`config.mk`:
```
export PLATFORM = sky130hd
export DESIGN_NAME = encoder_speed_meter
export DESIGN_NICKNAME = d
export VERILOG_FILES = /design/src/rtl/enc_pkg.sv /design/src/rtl/enc_input_filter.sv /design/src/rtl/encoder_speed_meter.sv
export SDC_FILE = /design/constraint.sdc
export NUM_CORES = 1
export LEC_CHECK = 0
export CAP_MARGIN = 20
export CORE_UTILIZATION = 53
export DETAILED_ROUTE_END_ITERATION = 6
export PLACE_DENSITY = 0.77
export SLEW_MARGIN = 20
export SYNTH_ARGS = -nofsm -noshare
export SYNTH_HDL_FRONTEND = slang
export SYNTH_HIERARCHICAL = 1
export SYNTH_SLANG_ARGS = --single-unit
export TNS_END_PERCENT = 20
```
`constraint.sdc`:
```
create_clock -name clk -period 3.9 [get_ports clk]
set_clock_uncertainty 0.2 [all_clocks]
set_input_delay 0.39 -clock clk [delete_from_list [all_inputs] [get_ports clk]]
set_output_delay 0.39 -clock clk [all_outputs]
set_load 0.03 [all_outputs]
```
`src/rtl/enc_pkg.sv`:
```
// Shared definitions for the quadrature encoder speed meter.
package enc_pkg;

  typedef enum logic [1:0] {
    STEP_NONE = 2'b00,
    STEP_FWD  = 2'b01,
    STEP_REV  = 2'b10
  } step_t;

  localparam int unsigned DEF_GATE_CYCLES = 10000;
  localparam int unsigned DEF_FILTER_LEN  = 3;
  localparam int unsigned DEF_CNT_W       = 16;

  // Forward successor of each {A,B} state: 00->01->11->10->00
  localparam logic [1:0] FWD_NEXT [4] = '{2'b01, 2'b11, 2'b00, 2'b10};

  // Double-bit changes match neither direction and decode as STEP_NONE.
  function automatic step_t decode_step(input logic [1:0] prev, input logic [1:0] cur);
    if (FWD_NEXT[prev] == cur) return STEP_FWD;
    if (FWD_NEXT[cur] == prev) return STEP_REV;
    return STEP_NONE;
  endfunction

endpackage

```
`src/rtl/enc_input_filter.sv`:
```
// One encoder channel: 2-flop synchronizer followed by a stability filter.
module enc_input_filter import enc_pkg::*; #(
  parameter int unsigned FILTER_LEN = DEF_FILTER_LEN
) (
  input  logic clk,
  input  logic rst,
  input  logic i_raw,
  output logic o_level
);

  localparam int unsigned CW = $clog2(FILTER_LEN + 1);

  logic          r_sync1;
  logic          r_sync2;
  logic          r_level;
  logic [CW-1:0] r_cnt;

  // Bring the asynchronous input into the clk domain
  always_ff @(posedge clk or posedge rst) begin
    if (rst) begin
      r_sync1 <= 1'b0;
      r_sync2 <= 1'b0;
    end else begin
      r_sync1 <= i_raw;
      r_sync2 <= r_sync1;
    end
  end

  // Adopt a new level only after FILTER_LEN consecutive differing samples
  always_ff @(posedge clk or posedge rst) begin
    if (rst) begin
      r_level <= 1'b0;
      r_cnt   <= '0;
    end else if (r_sync2 != r_level) begin
      if (r_cnt == CW'(FILTER_LEN - 1)) begin
        r_level <= r_sync2;
        r_cnt   <= '0;
      end else begin
        r_cnt <= r_cnt + CW'(1);
      end
    end else begin
      r_cnt <= '0;
    end
  end

  assign o_level = r_level;

endmodule

```
`src/rtl/encoder_speed_meter.sv`:
```
// Quadrature decoder with position counter and gated speed measurement.
module encoder_speed_meter import enc_pkg::*; #(
  parameter int unsigned GATE_CYCLES = DEF_GATE_CYCLES,
  parameter int unsigned FILTER_LEN  = DEF_FILTER_LEN,
  parameter int unsigned CNT_W       = DEF_CNT_W
) (
  input  logic             clk,
  input  logic             rst,
  input  logic             encoder_a,
  input  logic             encoder_b,
  input  logic             clear,
  output logic [CNT_W-1:0] position,
  output logic [CNT_W-1:0] speed,
  output logic             speed_valid,
  output logic             direction,
  output logic             quad_error
);

  localparam int unsigned WIN_W = $clog2(GATE_CYCLES);

  logic             w_a;
  logic             w_b;
  logic [1:0]       w_cur;
  logic [1:0]       r_prev;
  step_t            w_step;
  logic             w_illegal;
  logic [CNT_W:0]   w_delta;
  logic [CNT_W:0]   w_sum;
  logic [CNT_W-1:0] w_acc_sat;
  logic             w_win_end;

  logic [CNT_W-1:0] r_pos;
  logic [CNT_W-1:0] r_acc;
  logic [CNT_W-1:0] r_speed;
  logic [WIN_W-1:0] r_win;
  logic             r_sv;
  logic             r_dir;
  logic             r_qerr;

  enc_input_filter #(.FILTER_LEN(FILTER_LEN)) u_filt_a (
    .clk(clk), .rst(rst), .i_raw(encoder_a), .o_level(w_a)
  );

  enc_input_filter #(.FILTER_LEN(FILTER_LEN)) u_filt_b (
    .clk(clk), .rst(rst), .i_raw(encoder_b), .o_level(w_b)
  );

  // Decode step, illegal transition and saturated accumulator update
  always_comb begin
    w_cur     = {w_a, w_b};
    w_step    = decode_step(r_prev, w_cur);
    w_illegal = ((r_prev ^ w_cur) == 2'b11);
    case (w_step)
      STEP_FWD: w_delta = (CNT_W + 1)'(1);
      STEP_REV: w_delta = '1;
      default:  w_delta = '0;
    endcase
    // One guard bit; disagreeing top bits flag overflow in that direction
    w_sum = {r_acc[CNT_W-1], r_acc} + w_delta;
    if (!w_sum[CNT_W] && w_sum[CNT_W-1])
      w_acc_sat = {1'b0, {(CNT_W - 1){1'b1}}};
    else if (w_sum[CNT_W] && !w_sum[CNT_W-1])
      w_acc_sat = {1'b1, {(CNT_W - 1){1'b0}}};
    else
      w_acc_sat = w_sum[CNT_W-1:0];
    w_win_end = (r_win == WIN_W'(GATE_CYCLES - 1));
  end

  // Remember last filtered state for the decoder
  always_ff @(posedge clk or posedge rst) begin
    if (rst) r_prev <= 2'b00;
    else     r_prev <= w_cur;
  end

  // Position, direction and sticky error flag
  always_ff @(posedge clk or posedge rst) begin
    if (rst) begin
      r_pos  <= '0;
      r_dir  <= 1'b0;
      r_qerr <= 1'b0;
    end else if (clear) begin
      r_pos  <= '0;
      r_qerr <= 1'b0;
    end else begin
      r_pos <= r_pos + w_delta[CNT_W-1:0];
      if (w_step != STEP_NONE) r_dir <= (w_step == STEP_FWD);
      if (w_illegal)           r_qerr <= 1'b1;
    end
  end

  // Free-running gate window; publish accumulated count at window end
  always_ff @(posedge clk or posedge rst) begin
    if (rst) begin
      r_win   <= '0;
      r_acc   <= '0;
      r_speed <= '0;
      r_sv    <= 1'b0;
    end else if (clear) begin
      r_win   <= '0;
      r_acc   <= '0;
      r_speed <= '0;
      r_sv    <= 1'b0;
    end else if (w_win_end) begin
      r_win   <= '0;
      r_acc   <= '0;
      r_speed <= w_acc_sat;
      r_sv    <= 1'b1;
    end else begin
      r_win   <= r_win + WIN_W'(1);
      r_acc   <= w_acc_sat;
      r_sv    <= 1'b0;
    end
  end

  assign position    = r_pos;
  assign speed       = r_speed;
  assign speed_valid = r_sv;
  assign direction   = r_dir;
  assign quad_error  = r_qerr;

endmodule
```
==> results of run 1 <==
==> through the flow <==
| step | hold slack [ns] | instance area [um2] | setup TNS [ns] | std cells | util |
|---|---|---|---|---|---|
| detailed placement | 0.137 | 5200 | 0 | 634 | 0.599 |
| finish | 0.0935 | 5470 | 0 | 649 | 0.630 |
| global route | 0.124 | 5470 | -0.0475 | 649 | 0.630 |
| global placement | 0.136 | 5200 | 0 | 634 | 0.599 |
| CTS | 0.0926 | 5440 | 0 | 649 | 0.627 |
| floorplan | -0.0315 | 4750 | 0 | 512 | - |
==> metal layers <==
| metal | track usage | share of wire | vias up |
|---|---|---|---|
| met3 | 0.0430 | 0.054 | 19 |
| met1 | 0.335 | 0.46 | 1864 |
| met2 | 0.355 | 0.47 | 112 |
| met4 | 0.0931 | 0.021 | 0 |
| met5 | 0 | 0 | - |
| li1 | - | - | 1852 |
==> synth_stat cells, types with 8 or more instances <==
cell and count:
sky130_fd_sc_hd__o21ai_0 19, sky130_fd_sc_hd__and3_1 8, sky130_fd_sc_hd__xor2_1 24, sky130_fd_sc_hd__a21oi_1 45, sky130_fd_sc_hd__a21oi_2 11, sky130_fd_sc_hd__nor3_1 9, sky130_fd_sc_hd__clkbuf_1 25, sky130_fd_sc_hd__nand3_1 16
sky130_fd_sc_hd__xnor2_1 31, sky130_fd_sc_hd__ha_1 21, sky130_fd_sc_hd__dfrtp_1 77, sky130_fd_sc_hd__nor2_1 52, sky130_fd_sc_hd__o21bai_1 11, sky130_fd_sc_hd__inv_1 15, sky130_fd_sc_hd__nand2_1 34
==> logic make-up after synthesis <==
| kind of cell | share of synthesized area |
|---|---|
| xor gates and xnor gates | 0.105 |
| AOI/OAI and AO/OA | 0.196 |
| and+or+nand+nor | 0.174 |
| buffers and inverters | 0.0468 |
| DFF | 0.407 |
| adders and majority gates | 0.0556 |
| muxes | 0.0153 |
==> what timing repair did <==
action	CTS	global route
buffers inserted	0	0
setup endpoints to repair	0	19
resized for setup	0	6
==> flip-flops by register name, indices dropped and copies added, names as in the netlist, 2 cells and up <==
signal / count
u_filt_a/r_cnt: 2
u_filt_b/r_cnt: 2
r_acc: 16
speed: 16
position: 16
r_win: 14
r_prev: 2
==> layout make-up <==
cell class,count,area (um2)
tap,108,135
fill,739,3210
multi-input combinational,383,2630
clock buffer,10,138
timing repair buffer,50,477
sequential,77,1930
inverter,16,60.1
clock inverter,5,108
==> worst paths after layout <==
check	end	slack, ns	cells after the start	from
max	speed[12]$_DFFE_PP0P_	0.16	15	u_filt_a/o_level$_DFFE_PP0P_
max in group asynchronous	position[3]$_DFF_PP0_	2.52	3	rst
max reg2reg	speed[12]$_DFFE_PP0P_	0.16	15	u_filt_a/o_level$_DFFE_PP0P_
min	u_filt_b/r_sync2$_DFF_PP0_	0.09	2	rst
min reg2reg	u_filt_b/r_sync2$_DFF_PP0_	0.15	0	u_filt_b/r_sync1$_DFF_PP0_
min in group clk	u_filt_b/r_sync2$_DFF_PP0_	0.15	0	u_filt_b/r_sync1$_DFF_PP0_
==> worst reg2reg max path, cell delays in order (launching register included) <==
cell and delay [ns]:
sky130_fd_sc_hd__dfrtp_1 0.47, sky130_fd_sc_hd__xnor2_2 0.23, sky130_fd_sc_hd__inv_1 0.11, sky130_fd_sc_hd__ha_4 0.25, sky130_fd_sc_hd__inv_1 0.10, sky130_fd_sc_hd__ha_1 0.22, sky130_fd_sc_hd__ha_1 0.16, sky130_fd_sc_hd__a21oi_1 0.07
sky130_fd_sc_hd__o21ai_2 0.22, sky130_fd_sc_hd__a31o_2 0.20, sky130_fd_sc_hd__nand4_1 0.10, sky130_fd_sc_hd__a32o_1 0.37, sky130_fd_sc_hd__or3_4 0.45, sky130_fd_sc_hd__nor2b_4 0.15, sky130_fd_sc_hd__buf_4 0.21, sky130_fd_sc_hd__a21oi_2 0.16
==> flow_summary.yaml, run 1 <==
outcome:
  run_status: "complete, no violations"
floorplan:
  core_region_area_mm2: 0.00868
  design.die.area_mm2: 0.00931
  fp.dieW_um: 96.5
  rows: 34
  vertical_die_dimension_um: 96.5
  boundaryPins: 40
  start_util: 0.545
clock_network:
  cts_sinks: 77
  ctsHtreeMaxLevel: 3
  clkSlewWorstSetupHoldPaths_ns: 0.08
  clock_latency_on_the_worst_skew_pair_ns: 0.36
  cts_hold_repair.buffers: 0
  cts_buffers: 9
  cts_max_path_buffers: 2
  cts-root-buf: "sky130_fd_sc_hd__clkbuf_8"
  tritoncts: "yes"
yosys:
  cell_area_after_technology_mapping_mm2: 0.00473
  synthDominantCellAreaShare: 0.407
  synth_fp_nets: 538
  synth_enable_flop_cells: 0
  ys_dominant_reg_cell: "sky130_fd_sc_hd__dfrtp_1"
  register_area_share_after_synthesis: 0.407
  number_of_synthesis_warnings: 6
  postSynthRegisterBits: 77
  syn-instance-count: 512
  async_flop_share: 1.00
  synth.top_cells.by_area: "sky130_fd_sc_hd__dfrtp_1 41%, sky130_fd_sc_hd__xnor2_1 5.7%, sky130_fd_sc_hd__ha_1 5.6%, sky130_fd_sc_hd__a21oi_1 4.8%, sky130_fd_sc_hd__xor2_1 4.4%"
  synthesis.area_per_instance_um2: 9.24
  synth_cell_types: 67
  netlist.top_cell.by_area: "sky130_fd_sc_hd__dfrtp_1"
worst_setup_path:
  setup.worst_path.start_class: "register"
  path_delay_family: "compound AO/OA/AOI/OAI gates"
  worst_setup_path_end_kind: "register"
  crit_fanout: 10
  critical_path_arrival_ns: 3.82
  max_stage_delay_ns: 0.47
  critical_path_required_time_ns: 3.98
  crit_slowest_cell: "sky130_fd_sc_hd__dfrtp_1"
  critical_path.n_buffers_inverters: 3
  path_cells: "xnor2_2, inv_1, ha_4, inv_1, ha_1, ha_1, a21oi_1, o21ai_2, a31o_2, nand4_1, a32o_1, or3_4, nor2b_4, buf_4, a21oi_2"
  critical_path_class: "register to register"
sta:
  max_slew_violation_count: 0
  timing.final.ws_setup_ns: 0.160
  final_hold_viol_count: 0
  final_min_period_over_clock_period: 0.959
  setup_viol_count_final: 0
  max_clock_freq_mhz: 267
  finalWorstPathRequiredPeriod_ns: 3.74
  max-slew-margin-rel: 0.481
  timing_worst_slew_pin_value_ns: 0.778
finish:
  layout_common_cells: "77 x sky130_fd_sc_hd__dfrtp_1, 52 x sky130_fd_sc_hd__nor2_1, 45 x sky130_fd_sc_hd__a21oi_1, 39 x sky130_fd_sc_hd__clkdlybuf4s50_1, 34 x sky130_fd_sc_hd__nand2_1"
  area_growth_syn_to_layout_pct: 15.6
  antenna_cells: 0
  fin_nets: 563
  drive_gt1_frac: 0.111
  leading_cell_type_in_the_layout_fill_and_taps_excluded: "sky130_fd_sc_hd__dfrtp_1"
drt:
  drt-pass1-iter-count: 5
  antenna_left: 0
  detail_route.vias_per_cell: 5.93
  detailedRoute.firstIterationViolations: 206
  postRouteWirelength_um: 10200
  wl_per_cell_um: 15.8
  drt_drc_violations_left: 0
  via_count: 3847
run:
  maxCapViolations: 0
worst_hold_path:
  holdCritPathClass: "primary input to asynchronous set/reset pin"
placed_design:
  place.port_buffers: 39
  placement.setup.worst_slack_ns: 0.101
  routability_congestion_estimate_from_global_placement: 0.923
  hpwlAfterDp_um: 7040
global_routing:
  gr-usage-all-layers: 0.235
  grt_overflow_total: 0
  grt_pass1_vias: 3555
  grt_first_pass_wirelength_um: 16900
  antenna_violations_before_repair: 0
  maximum_number_of_pins_on_one_net_before_global_route_repair: 47
Power of run 1 is left out: the tool's default activity adds up to more than one toggle a clock period on the data nets, which glitch-free logic cannot reach.
==> run 2: changes to the inputs <==
Settings changed: PLACE_DENSITY 0.77 to 0.74.
==> run 2 against run 1 <==
Compared with the run above: maximum frequency rose by 1.1%; first-iteration DRC count grew 34%; critical path depth fell by 1; flip-flop and latch count unchanged; core utilization up 0.68 points; worst setup slack better by 0.041 ns; via count rose by 0.36%; routed wire length grew 8.2%.
==> flow_summary.yaml, run 2 (synthesis results as in run 1) <==
sta:
  final_min_period_over_clock_period: 0.949
  final_hold_viol_count: 0
  timing_worst_slew_pin_value_ns: 0.869
  finalWorstPathRequiredPeriod_ns: 3.70
  max-slew-margin-rel: 0.420
  setup_repair_after_global_routing_missed_its_margin: "false"
  fin_setup_tns_ns: 0
  timing.final.ws_setup_ns: 0.200
  setup_viol_count_final: 0
  max_slew_violation_count: 0
  max_clock_freq_mhz: 270
clock_network:
  cts_max_path_buffers: 2
  cts_sinks: 77
  clock_latency_on_the_worst_skew_pair_ns: 0.37
  tritoncts: "yes"
  clkSlewWorstSetupHoldPaths_ns: 0.09
  cts-root-buf: "sky130_fd_sc_hd__clkbuf_8"
  cts_buffers: 9
  ctsHtreeMaxLevel: 3
floorplan:
  design.die.area_mm2: 0.00931
  rows: 34
  start_util: 0.545
  boundaryPins: 40
  core_region_area_mm2: 0.00868
  vertical_die_dimension_um: 96.5
  fp.dieW_um: 96.5
finish:
  leading_cell_type_in_the_layout_fill_and_taps_excluded: "sky130_fd_sc_hd__dfrtp_1"
  antenna_cells: 0
  drive_gt1_frac: 0.134
  layout_common_cells: "76 x sky130_fd_sc_hd__dfrtp_1, 52 x sky130_fd_sc_hd__nor2_1, 44 x sky130_fd_sc_hd__a21oi_1, 39 x sky130_fd_sc_hd__clkdlybuf4s50_1, 34 x sky130_fd_sc_hd__nand2_1"
  n_fill_cell: 737
  area_growth_syn_to_layout_pct: 16.9
  fin_nets: 567
  finish.cell_count_without_fillers: 654
  stdcell_area_mm2: 0.00553
worst_setup_path:
  worst_setup_path_end_kind: "register"
  critical_path_required_time_ns: 3.98
  path_cells: "xnor2_2, ha_4, inv_1, ha_1, ha_1, a21oi_1, o21ai_2, a31o_2, nand4_1, a32o_1, or3_1, buf_4, a21boi_1, a211oi_1"
  timing.critical_path.mode_cell: "sky130_fd_sc_hd__ha_1"
  setup.worst_path.start_class: "register"
  critical_path_arrival_ns: 3.78
  crit_slowest_cell: "sky130_fd_sc_hd__dfrtp_1"
  path_delay_family: "compound AO/OA/AOI/OAI gates"
  critical_path_class: "register to register"
  crit_fanout: 8
  critical_path.n_buffers_inverters: 2
  max_stage_delay_ns: 0.46
global_routing:
  maximum_number_of_pins_on_one_net_before_global_route_repair: 47
  antenna_violations_before_repair: 0
  grt_overflow_total: 0
  gr-usage-all-layers: 0.252
  grt_pass1_vias: 3681
  grt_first_pass_wirelength_um: 17800
drt:
  antenna_left: 0
  via_count: 3861
  detail_route.vias_per_cell: 5.90
  drt-pass1-iter-count: 5
  detailedRoute.firstIterationViolations: 276
  postRouteWirelength_um: 11100
  drt_drc_violations_left: 0
  wl_per_cell_um: 16.9
placed_design:
  dpl-instance-area_mm2: 0.00523
  place.port_buffers: 39
  hpwlAfterDp_um: 7520
  placement.setup.worst_slack_ns: 0.209
  place.detailed.instances: 637
  routability_congestion_estimate_from_global_placement: 0.909
run:
  maxCapViolations: 0
outcome:
  run_status: "complete, no violations"
worst_hold_path:
  holdCritPathClass: "primary input to asynchronous set/reset pin"
==> run 2: cell type report <==
class | count | area, um2 | share of cell area
clock buffer | 9 | 124 | 0.0224
clock inverter | 7 | 57.6 | 0.0104
inverter | 16 | 60.1 | 0.0109
multi-input combinational | 383 | 2700 | 0.489
sequential | 77 | 1930 | 0.349
tap | 108 | 135 | 0.0244
timing repair buffer | 54 | 519 | 0.0939
==> run 2: path summary, 6_finish.rpt <==
| path | start | endpoint | slack, ns | depth (start not counted) |
|---|---|---|---|---|
| setup / recovery | u_filt_b/o_level$_DFFE_PP0P_ | speed[6]$_DFFE_PP0P_ | 0.20 | 14 |
| hold / removal | rst | u_filt_a/r_cnt[0]$_DFF_PP0_ | 0.10 | 2 |
| setup reg to reg | u_filt_b/o_level$_DFFE_PP0P_ | speed[6]$_DFFE_PP0P_ | 0.20 | 14 |
| hold reg to reg | u_filt_a/r_sync1$_DFF_PP0_ | u_filt_a/r_sync2$_DFF_PP0_ | 0.16 | 0 |
| max in group asynchronous | rst | speed[11]$_DFFE_PP0P_ | 2.36 | 3 |
| min in group clk | u_filt_a/r_sync1$_DFF_PP0_ | u_filt_a/r_sync2$_DFF_PP0_ | 0.16 | 0 |
==> run 2: per-stage QoR <==
| step | hold slack (ns) | util |
|---|---|---|
| after floorplan | -0.0315 | - |
| after global placement | 0.137 | 0.603 |
| after detailed placement | 0.140 | 0.603 |
| after CTS | 0.101 | 0.624 |
| after global routing | 0.140 | 0.637 |
| final | 0.101 | 0.637 |
==> run 2: timing repair <==
item / in CTS / in global routing
resized for setup: 0 / 22
hold buffers: 0 / 0
buffers inserted: 0 / 1
setup endpoints to repair: 0 / 16
==> run 2: routing by layer <==
metal	track usage	routed length (um)	part of all wire
met3	0.0493	545	0.049
met4	0.0931	133	0.012
met1	0.360	5210	0.47
met5	0	0	0
met2	0.380	5190	0.47
Power of run 2 is left out for the same reason.
